<file path="config.mk">
export PLATFORM = sky130hd
export DESIGN_NAME = network_layer_tx
export DESIGN_NICKNAME = d
export VERILOG_FILES = /design/src/rtl/network_layer_tx.sv
export SDC_FILE = /design/constraint.sdc
export NUM_CORES = 1
export LEC_CHECK = 0
export ABC_CLOCK_PERIOD_IN_PS = 5900
export CORE_AREA = 4 4 189 145
export CTS_CLUSTER_SIZE = 40
export DETAILED_ROUTE_END_ITERATION = 10
export DIE_AREA = 0 0 193 149
export GPL_TIMING_DRIVEN = 0
export HOLD_SLACK_MARGIN = 0.06
export PLACE_DENSITY_LB_ADDON = 0.08
export SYNTH_ARGS = -nofsm -noshare
export SYNTH_HDL_FRONTEND = slang
export SYNTH_SLANG_ARGS = --single-unit
</file>
<file path="constraint.sdc">
create_clock -name clk -period 5.9 [get_ports clk]
set_input_delay 1.18 -clock clk [delete_from_list [all_inputs] [get_ports clk]]
set_output_delay 1.18 -clock clk [all_outputs]
set_load 0.02 [all_outputs]
</file>
<file path="src/rtl/network_layer_tx.sv">
// IPv4 transmit layer: builds the 20-byte header and its checksum, then streams
// transport payload words to the MAC behind a ready/valid handshake.
module network_layer_tx #(
   parameter int         MAX_PAYLOAD = 1480,
   parameter logic [2:0] DEF_FLAGS   = 3'b000
) (
   input  logic        clk,
   input  logic        rst_n,
   input  logic        tx_req,
   input  logic [15:0] payload_len,
   input  logic [15:0] packet_id_i,
   input  logic [7:0]  ttl_i,
   input  logic [7:0]  prot_type_i,
   input  logic [31:0] source_addr_i,
   input  logic [31:0] dest_addr_i,
   output logic        tx_busy,
   output logic        len_err_o,
   output logic        upper_rdy,
   input  logic        upper_op,
   input  logic        upper_op_end,
   input  logic [31:0] upper_data,
   output logic        send_op_st,
   output logic        send_op,
   output logic        send_op_end,
   output logic [31:0] send_data,
   input  logic        send_rdy,
   output logic [15:0] eth_type_o,
   output logic [15:0] checksum_o
);

   typedef enum logic [2:0] {IDLE, CALC, FOLD, HDR, DATA, PAD} state_t;

   state_t      state_q, state_d;
   logic [2:0]  idx_q, idx_d;
   logic [15:0] cnt_q, cnt_d;
   logic [19:0] acc_q, acc_d;
   logic [15:0] total_len_q, total_len_d;
   logic [15:0] nwords_q, nwords_d;
   logic [15:0] id_q, id_d;
   logic [7:0]  ttl_q, ttl_d;
   logic [7:0]  prot_q, prot_d;
   logic [31:0] src_q, src_d;
   logic [31:0] dst_q, dst_d;
   logic [15:0] checksum_q, checksum_d;
   logic        len_err_q, len_err_d;

   logic        len_ok;
   logic        last_word;
   logic [15:0] hdr_csum;
   logic [31:0] hdr_w;
   logic [16:0] nwords_sum;
   logic [16:0] fold1;
   logic [15:0] fold2;

   assign eth_type_o = 16'h0800;
   assign checksum_o = checksum_q;
   assign len_err_o  = len_err_q;
   assign tx_busy    = (state_q != IDLE);

   assign len_ok     = (payload_len != 16'd0) && (payload_len <= 16'(MAX_PAYLOAD));
   assign last_word  = ((cnt_q + 16'd1) == nwords_q);
   assign nwords_sum = {1'b0, payload_len} + 17'd3;
   assign fold1      = {1'b0, acc_q[15:0]} + {13'h0, acc_q[19:16]};
   assign fold2      = fold1[15:0] + {15'h0, fold1[16]};

   // The checksum field reads as zero while the sum is being accumulated.
   assign hdr_csum = (state_q == HDR) ? checksum_q : 16'h0000;

   always_comb begin
      hdr_w = 32'h0;
      case (idx_q)
         3'd0:    hdr_w = {4'h4, 4'h5, 8'h00, total_len_q};
         3'd1:    hdr_w = {id_q, DEF_FLAGS, 13'h0};
         3'd2:    hdr_w = {ttl_q, prot_q, hdr_csum};
         3'd3:    hdr_w = src_q;
         3'd4:    hdr_w = dst_q;
         default: hdr_w = 32'h0;
      endcase
   end

   always_ff @(posedge clk or negedge rst_n) begin
      if (!rst_n) begin
         state_q     <= IDLE;
         idx_q       <= 3'd0;
         cnt_q       <= 16'd0;
         acc_q       <= 20'd0;
         total_len_q <= 16'd0;
         nwords_q    <= 16'd0;
         id_q        <= 16'd0;
         ttl_q       <= 8'd0;
         prot_q      <= 8'd0;
         src_q       <= 32'd0;
         dst_q       <= 32'd0;
         checksum_q  <= 16'd0;
         len_err_q   <= 1'b0;
      end else begin
         state_q     <= state_d;
         idx_q       <= idx_d;
         cnt_q       <= cnt_d;
         acc_q       <= acc_d;
         total_len_q <= total_len_d;
         nwords_q    <= nwords_d;
         id_q        <= id_d;
         ttl_q       <= ttl_d;
         prot_q      <= prot_d;
         src_q       <= src_d;
         dst_q       <= dst_d;
         checksum_q  <= checksum_d;
         len_err_q   <= len_err_d;
      end
   end

   always_comb begin
      state_d     = state_q;
      idx_d       = idx_q;
      cnt_d       = cnt_q;
      acc_d       = acc_q;
      total_len_d = total_len_q;
      nwords_d    = nwords_q;
      id_d        = id_q;
      ttl_d       = ttl_q;
      prot_d      = prot_q;
      src_d       = src_q;
      dst_d       = dst_q;
      checksum_d  = checksum_q;
      len_err_d   = 1'b0;
      case (state_q)
         IDLE: begin
            if (tx_req) begin
               if (!len_ok) begin
                  len_err_d = 1'b1;
               end else begin
                  total_len_d = payload_len + 16'd20;
                  nwords_d    = 16'(nwords_sum >> 2);
                  id_d        = packet_id_i;
                  ttl_d       = ttl_i;
                  prot_d      = prot_type_i;
                  src_d       = source_addr_i;
                  dst_d       = dest_addr_i;
                  acc_d       = 20'd0;
                  idx_d       = 3'd0;
                  state_d     = CALC;
               end
            end
         end
         CALC: begin
            acc_d = acc_q + {4'h0, hdr_w[31:16]} + {4'h0, hdr_w[15:0]};
            if (idx_q == 3'd4) begin
               idx_d   = 3'd0;
               state_d = FOLD;
            end else begin
               idx_d = idx_q + 3'd1;
            end
         end
         FOLD: begin
            checksum_d = ~fold2;
            state_d    = HDR;
         end
         HDR: begin
            if (send_rdy) begin
               if (idx_q == 3'd4) begin
                  idx_d   = 3'd0;
                  cnt_d   = 16'd0;
                  state_d = DATA;
               end else begin
                  idx_d = idx_q + 3'd1;
               end
            end
         end
         DATA: begin
            if (upper_op && send_rdy) begin
               cnt_d = cnt_q + 16'd1;
               if (last_word) begin
                  state_d = IDLE;
               end else if (upper_op_end) begin
                  len_err_d = 1'b1;
                  state_d   = PAD;
               end
            end
         end
         PAD: begin
            if (send_rdy) begin
               cnt_d = cnt_q + 16'd1;
               if (last_word) state_d = IDLE;
            end
         end
         default: state_d = IDLE;
      endcase
   end

   // Payload words bypass all registers so the transport sees MAC backpressure directly.
   always_comb begin
      upper_rdy   = 1'b0;
      send_op     = 1'b0;
      send_op_st  = 1'b0;
      send_op_end = 1'b0;
      send_data   = 32'h0;
      case (state_q)
         HDR: begin
            send_op    = 1'b1;
            send_op_st = (idx_q == 3'd0);
            send_data  = hdr_w;
         end
         DATA: begin
            upper_rdy   = send_rdy;
            send_op     = upper_op;
            send_data   = upper_data;
            send_op_end = upper_op && last_word;
         end
         PAD: begin
            send_op     = 1'b1;
            send_op_end = last_word;
         end
         default: ;
      endcase
   end

endmodule

</file>
==> results of run 1 <==
placed cells by master (no fill, tap or decap), types with 17 or more instances in the layout:
master / count
a21oi_1: 25
a222oi_1: 19
clkbuf_1: 59
clkbuf_16: 17
clkdlybuf4s50_1: 200
dfrtp_1: 186
fa_1: 18
ha_1: 31
inv_1: 69
mux2_2: 18
nand2_1: 404
nand3_1: 21
nor2_1: 51
nor3_1: 17
o21ai_0: 103
xnor2_1: 46
synth_stat cells, types with 17 or more instances:
library cell,count
nand2_1,404
dfrtp_1,186
o21ai_0,103
inv_1,69
clkbuf_1,60
nor2_1,51
xnor2_1,46
ha_1,31
a21oi_1,25
nand3_1,21
a222oi_1,19
fa_1,18
mux2_2,18
nor3_1,17
through the flow:
stage / setup TNS (ns) / cells
floorplan: 0 / 1353
global placement: -817.85 / 1898
detailed placement: 0 / 1899
CTS: 0 / 1931
global route: 0 / 1931
finish: 0 / 1931
flip-flops by register name, indices dropped and copies added, names as in the netlist:
name and count:
dst_q 32, prot_q 8, ttl_q 8, id_q 16, checksum_o 16, total_len_q 16, nwords_q 15, len_err_o 1
src_q 32, acc_q 20, state_q 3, cnt_q 16, idx_q 3
final timing paths:
check | start | endpoint | slack, ns | depth (start not counted)
max in group asynchronous | rst_n | nwords_q[11]$_DFFE_PN0P_ | 4.20 | 2
min in group asynchronous | rst_n | dst_q[14]$_DFFE_PN0P_ | 0.68 | 1
setup reg to reg | idx_q[2]$_DFFE_PN0P_ | acc_q[19]$_DFFE_PN0P_ | 0.32 | 16
hold reg to reg | total_len_q[3]$_DFFE_PN0P_ | total_len_q[3]$_DFFE_PN0P_ | 0.47 | 2
hold / removal | total_len_q[3]$_DFFE_PN0P_ | total_len_q[3]$_DFFE_PN0P_ | 0.47 | 2
setup / recovery | idx_q[2]$_DFFE_PN0P_ | acc_q[19]$_DFFE_PN0P_ | 0.32 | 16
cell families (layout without fill, tap and decap cells):
kind of cell,count (synthesis),count (layout),synth area share
AO/OA/AOI/OAI,280,280,0.169
other,2,16,0.000664
XOR/XNOR,61,61,0.0472
flip-flops,186,186,0.411
buffers and inverters,157,391,0.0593
multiplexers,27,27,0.0261
AND/OR/NAND/NOR,577,577,0.220
adder cells (fa/ha/maj),49,49,0.0661
final cells by class:
cell class / instances / area [µm²] / area share
timing repair buffer: 202 / 2040 / 0.142
buffer: 88 / 413 / 0.0286
inverter: 69 / 259 / 0.0179
tap: 344 / 430 / 0.0298
clock buffer: 18 / 439 / 0.0304
clock inverter: 14 / 144 / 0.00997
sequential: 186 / 4650 / 0.322
multi-input combinational: 1010 / 6050 / 0.419
power groups by stage:
stage	logic (mW)	clock network [mW]	registers [mW]
after global routing	2.99	1.24	1.94
after global placement	2.62	0	1.91
final	2.70	1.17	1.91
after CTS	2.68	1.18	1.90
after detailed placement	2.66	0	1.92
after floorplan	1.70	0	1.88
metal layers:
layer | routed length (µm) | share of wire | vias to the layer above | GRT usage
met2 | 16300 | 0.43 | 390 | 0.388
met1 | 18300 | 0.49 | 4992 | 0.407
li1 | - | - | 5025 | -
met3 | 2400 | 0.064 | 41 | 0.0349
met5 | 0 | 0 | - | 0
met4 | 607 | 0.016 | 0 | 0.0598
worst register-to-register path: cells and delay by family (launching register included):
family                   cells  cell delay, ns
AO/OA/AOI/OAI                7            2.42
adder cells (fa/ha/maj)      4            1.35
buffers and inverters        4            1.06
flip-flops                   1            0.49
multiplexers                 1            0.20
==> impl_metrics.json, run 1 <==
{
  "finClkSkew_ns": 0.0115,
  "run_status": "complete, no violations",
  "p_sw_frac": 0.428,
  "grt_pass1_vias": 10056,
  "gp_congestion": 0.935,
  "max_clock_freq_mhz": 179,
  "ys_ff_latch": 186,
  "hold_violations": 0,
  "cts_made_buffers": 17,
  "initial_utilization": 0.442,
  "antenna_found_initial": 0,
  "switchingPower_mw": 2.47,
  "portBuffers": 201,
  "crit_fanout": 10,
  "place_ws_ns": 0.405,
  "drt_wl_total_um": 37600,
  "finalCritPeriodShare": 0.945,
  "clockPowerShare": 0.203,
  "clk-insertion-delay-late_ns": 0.44,
  "comb_power_share": 0.467,
  "setup_viol": 0,
  "path_delay_family": "compound AO/OA/AOI/OAI gates",
  "io_pins": 220,
  "ir_worst_vdd_uv": 273,
  "syn-instance-count": 1339,
  "maxSlewViolCount": 0,
  "dieArea_um2": 28800,
  "crit_required_ns": 6.27,
  "cts_tree": "done",
  "synthArstFlopShare": 1.00,
  "synth-seq-area-share": 0.411,
  "worstMarginPinSlew_ns": 1.17,
  "grt_pass1_wl_um": 57600,
  "numClockSinks": 186,
  "syn-cell-area_um2": 11300,
  "synth_area_per_cell_um2": 8.45,
  "yosysTopAreaCellShare": 0.411,
  "grt_max_degree": 122,
  "p_seq_frac": 0.330,
  "yosysWarningCount": 0,
  "synth_flop_cell": "dfrtp_1",
  "syn_to_final_growth_pct": 27.5,
  "core_um2": 25600,
  "synth_edf_count": 0,
  "yosys.area.top_type": "dfrtp_1",
  "grt_setup_unrepaired": "no",
  "ctsHoldBuffers": 0,
  "critical_path_class": "flip-flop to flip-flop",
  "placed_area_um2": 13800,
  "grt_use_total": 0.261,
  "final_cell_area_um2": 14400,
  "start_kind": "flip-flop",
  "fin_nets": 1773,
  "synth_cell_types": 74,
  "max_stage_delay_ns": 0.69,
  "drcViolationCount": 0,
  "wl_per_cell_um": 19.5,
  "ctsResizeCount": 0,
  "p_leak_nw": 6.63,
  "cap_violations": 0,
  "synth_area_leaders": "dfrtp_1, nand2_1, o21ai_0",
  "vias": 10448,
  "drtIter0Drc": 942,
  "power_density_nw_per_um2": 400,
  "hpwl_um": 29400,
  "worst_slack_ns": 0.322,
  "crit_buf_inv": 4,
  "hold_path.class": "flip-flop to flip-flop",
  "path_clk_slew_ns": 0.07,
  "cpMaxStageDelayCell": "a222oi_1",
  "diodes": 0,
  "min_period_ns": 5.58,
  "gr-total-overflow": 0,
  "die_h_um": 149,
  "first_pass_iters": 6,
  "rows": 51,
  "cts_root_buffer": "clkbuf_16",
  "slew_headroom": 0.217,
  "viasPerCell": 5.41,
  "utilization": 0.564,
  "power_mw": 5.78,
  "internal-power_mw": 3.31,
  "htreeDepth": 4,
  "crit_arrival_ns": 5.95,
  "clockBufferDepth": 2,
  "ant_nets": 0,
  "path_cells": "clkbuf_1, inv_1, ha_1, clkbuf_1, a222oi_1, fa_1, inv_1, ha_1, fa_1, a211oi_1, o21ai_0, a31oi_1, o21ai_0, a211oi_1, a21oi_1, mux2i_1",
  "whs_ns": 0.473,
  "post-cts-setup-buffers": 0,
  "drive_gt1_frac": 0.0655,
  "worstSetupEndpointType": "flip-flop",
  "n_fill_cell": 2374,
  "fp.dieW_um": 193
}
(Power assumes the default switching activity.)
==> run 2: changes to the inputs <==
- PLACE_DENSITY: default -> 0.68
- PLACE_DENSITY_LB_ADDON: 0.08 -> default
==> run 2 against run 1 <==
Net effect:
- total power increased by 1.3%
- flip-flop and latch count unchanged
- first-iteration DRC count increased by 17%
- setup slack got worse by 0.19 ns
- largest cell class unchanged
- sequential power about the same
- largest power group unchanged
- global-route usage about the same
==> impl_metrics.json, run 2 (synthesis results as in run 1) <==
{
  "core_um2": 25600,
  "hpwl_um": 29700,
  "drt_wl_total_um": 38100,
  "cpMostUsedCell": "o21ai_0",
  "drcViolationCount": 0,
  "hold_path.class": "flip-flop to flip-flop",
  "diodes": 0,
  "rows": 51,
  "numClockSinks": 186,
  "syn_to_final_growth_pct": 28.1,
  "n_fill_cell": 2249,
  "final_common_cell": "nand2_1",
  "reg2regPathDepth": 15,
  "multi_input_area_um2": 6050,
  "r2r-start": "idx_q[2]$_DFFE_PN0P_",
  "mostFrequentLayoutCells": "nand2_1, clkdlybuf4s50_1, dfrtp_1",
  "path_clk_slew_ns": 0.07,
  "htreeDepth": 4,
  "cpMaxStageDelayCell": "a222oi_1",
  "p_leak_nw": 6.65,
  "grt_pass1_wl_um": 57400,
  "fin_cells": 1938,
  "run_status": "complete, no violations",
  "slew_headroom": 0.206,
  "start_kind": "flip-flop",
  "cts_tree": "done",
  "path_delay_family": "compound AO/OA/AOI/OAI gates",
  "reg.largest.list": "dst_q (32), src_q (32), acc_q (20)",
  "rr_endpoint": "acc_q[19]$_DFFE_PN0P_",
  "power_density_nw_per_um2": 403,
  "final_cell_area_um2": 14500,
  "final-seq-area_um2": 4650,
  "viasPerCell": 5.52,
  "io_pins": 220,
  "ctsResizeCount": 0,
  "hold_depth": 2,
  "hold_violations": 0,
  "gp_congestion": 0.942,
  "drive_gt1_frac": 0.0659,
  "ir_worst_vdd_uv": 211,
  "worstSetupEndpointType": "flip-flop",
  "hp-start": "dst_q[0]$_DFFE_PN0P_",
  "power_mw": 5.85,
  "placed_area_um2": 13800,
  "finalCritPeriodShare": 0.978,
  "crit_required_ns": 6.27,
  "antenna_found_initial": 0,
  "grt_max_degree": 97,
  "fp.dieW_um": 193,
  "placed_cells": 1899,
  "first_pass_iters": 7,
  "clockBufferDepth": 2,
  "max_clock_freq_mhz": 173,
  "clk-insertion-delay-late_ns": 0.44,
  "fin_nets": 1781,
  "maxSlewViolCount": 0,
  "drtIter0Drc": 1100,
  "worstMarginPinSlew_ns": 1.19,
  "whs_ns": 0.473,
  "die_h_um": 149,
  "portBuffers": 201,
  "grt_use_total": 0.261,
  "min_period_ns": 5.77,
  "dieArea_um2": 28800,
  "initial_utilization": 0.442,
  "crit_fanout": 10,
  "wl_per_cell_um": 19.6,
  "cts_made_buffers": 17,
  "gr-total-overflow": 0,
  "path_cells": "clkbuf_1, inv_1, ha_1, clkbuf_1, a222oi_1, fa_1, inv_1, ha_1, o21ai_0, o21ai_0, a31oi_1, o21ai_0, a211oi_1, a21oi_1, mux2i_1",
  "cap_violations": 0,
  "rrSetupSlack_ns": 0.13,
  "crit_buf_inv": 4,
  "max_stage_delay_ns": 1.05,
  "hold_end": "dst_q[0]$_DFFE_PN0P_",
  "tns_ns": 0,
  "crit_arrival_ns": 6.14,
  "critical_path_class": "flip-flop to flip-flop",
  "grt_pass1_vias": 10050,
  "cts_root_buffer": "clkbuf_16",
  "grt_setup_unrepaired": "no",
  "setup_viol": 0,
  "finClkSkew_ns": 0.00927,
  "vias": 10692,
  "ant_nets": 0
}
==> run 2: cell types whose count changed in the layout (fill, tap and decap cells not counted), sizes merged <==
| cell | before | now |
|---|---|---|
| buf | 30 | 38 |
| bufinv | 2 | 3 |
| clkbuf | 78 | 82 |
| clkinv | 8 | 1 |
| clkinvlp | 1 | 2 |
==> run 2: per-layer routing <==
metal,wire length (µm),track usage,part of all wire
met2,15600,0.367,0.41
met4,899,0.0701,0.024
met1,17900,0.407,0.47
met3,3720,0.0559,0.098
met5,0,0,0
==> run 2: how the worst max path moves through the flow <==
stage | from | end | slack, ns | cells past startpoint
after floorplan | idx_q[0]$_DFFE_PN0P_ | acc_q[17]$_DFFE_PN0P_ | 1.63 | 18
after global placement | rst_n | prot_q[5]$_DFFE_PN0P_ | -4.19 | 1
after detailed placement | idx_q[2]$_DFFE_PN0P_ | acc_q[17]$_DFFE_PN0P_ | 0.32 | 15
after CTS | idx_q[2]$_DFFE_PN0P_ | acc_q[17]$_DFFE_PN0P_ | 0.29 | 15
after global routing | idx_q[2]$_DFFE_PN0P_ | acc_q[19]$_DFFE_PN0P_ | 0.02 | 15
final | idx_q[2]$_DFFE_PN0P_ | acc_q[19]$_DFFE_PN0P_ | 0.13 | 15
==> run 2: worst register-to-register path: stages, from the launching register on <==
cell and delay, ns:
dfrtp_1 0.48, clkbuf_1 0.57, inv_1 0.14, ha_1 0.31, clkbuf_1 0.37, a222oi_1 1.05
fa_1 0.59, inv_1 0.07, ha_1 0.24, o21ai_0 0.15, o21ai_0 0.37, a31oi_1 0.18
o21ai_0 0.48, a211oi_1 0.23, a21oi_1 0.25, mux2i_1 0.20
==> run 2: repair_timing <==
item	CTS	global route
hold buffers	0	0
endpoints found under the setup margin	0	3
setup buffers	0	8
==> run 2: through the flow <==
step	utilization	setup WS [ns]
after floorplan	-	1.63
after global placement	0.540	-4.19
after detailed placement	0.541	0.322
after CTS	0.564	0.286
after global routing	0.567	0.0203
final	0.567	0.128
==> run 2: where the power goes <==
group / switching (mW) / internal [mW] / leakage (nW)
Clock: 0.511 / 0.681 / 0.283
Sequential: 0.308 / 1.61 / 2.48
Combinational: 1.66 / 1.08 / 3.89
Total: 2.48 / 3.37 / 6.65
==> run 2: area by class of cell <==
class	count	share of cell area
Buffer	88	0.0284
Clock buffer	22	0.0313
Timing Repair Buffer	210	0.145
Clock inverter	9	0.00958
Multi-Input combinational cell	1010	0.417
Inverter	69	0.0179
Sequential cell	186	0.321
Tap cell	344	0.0297
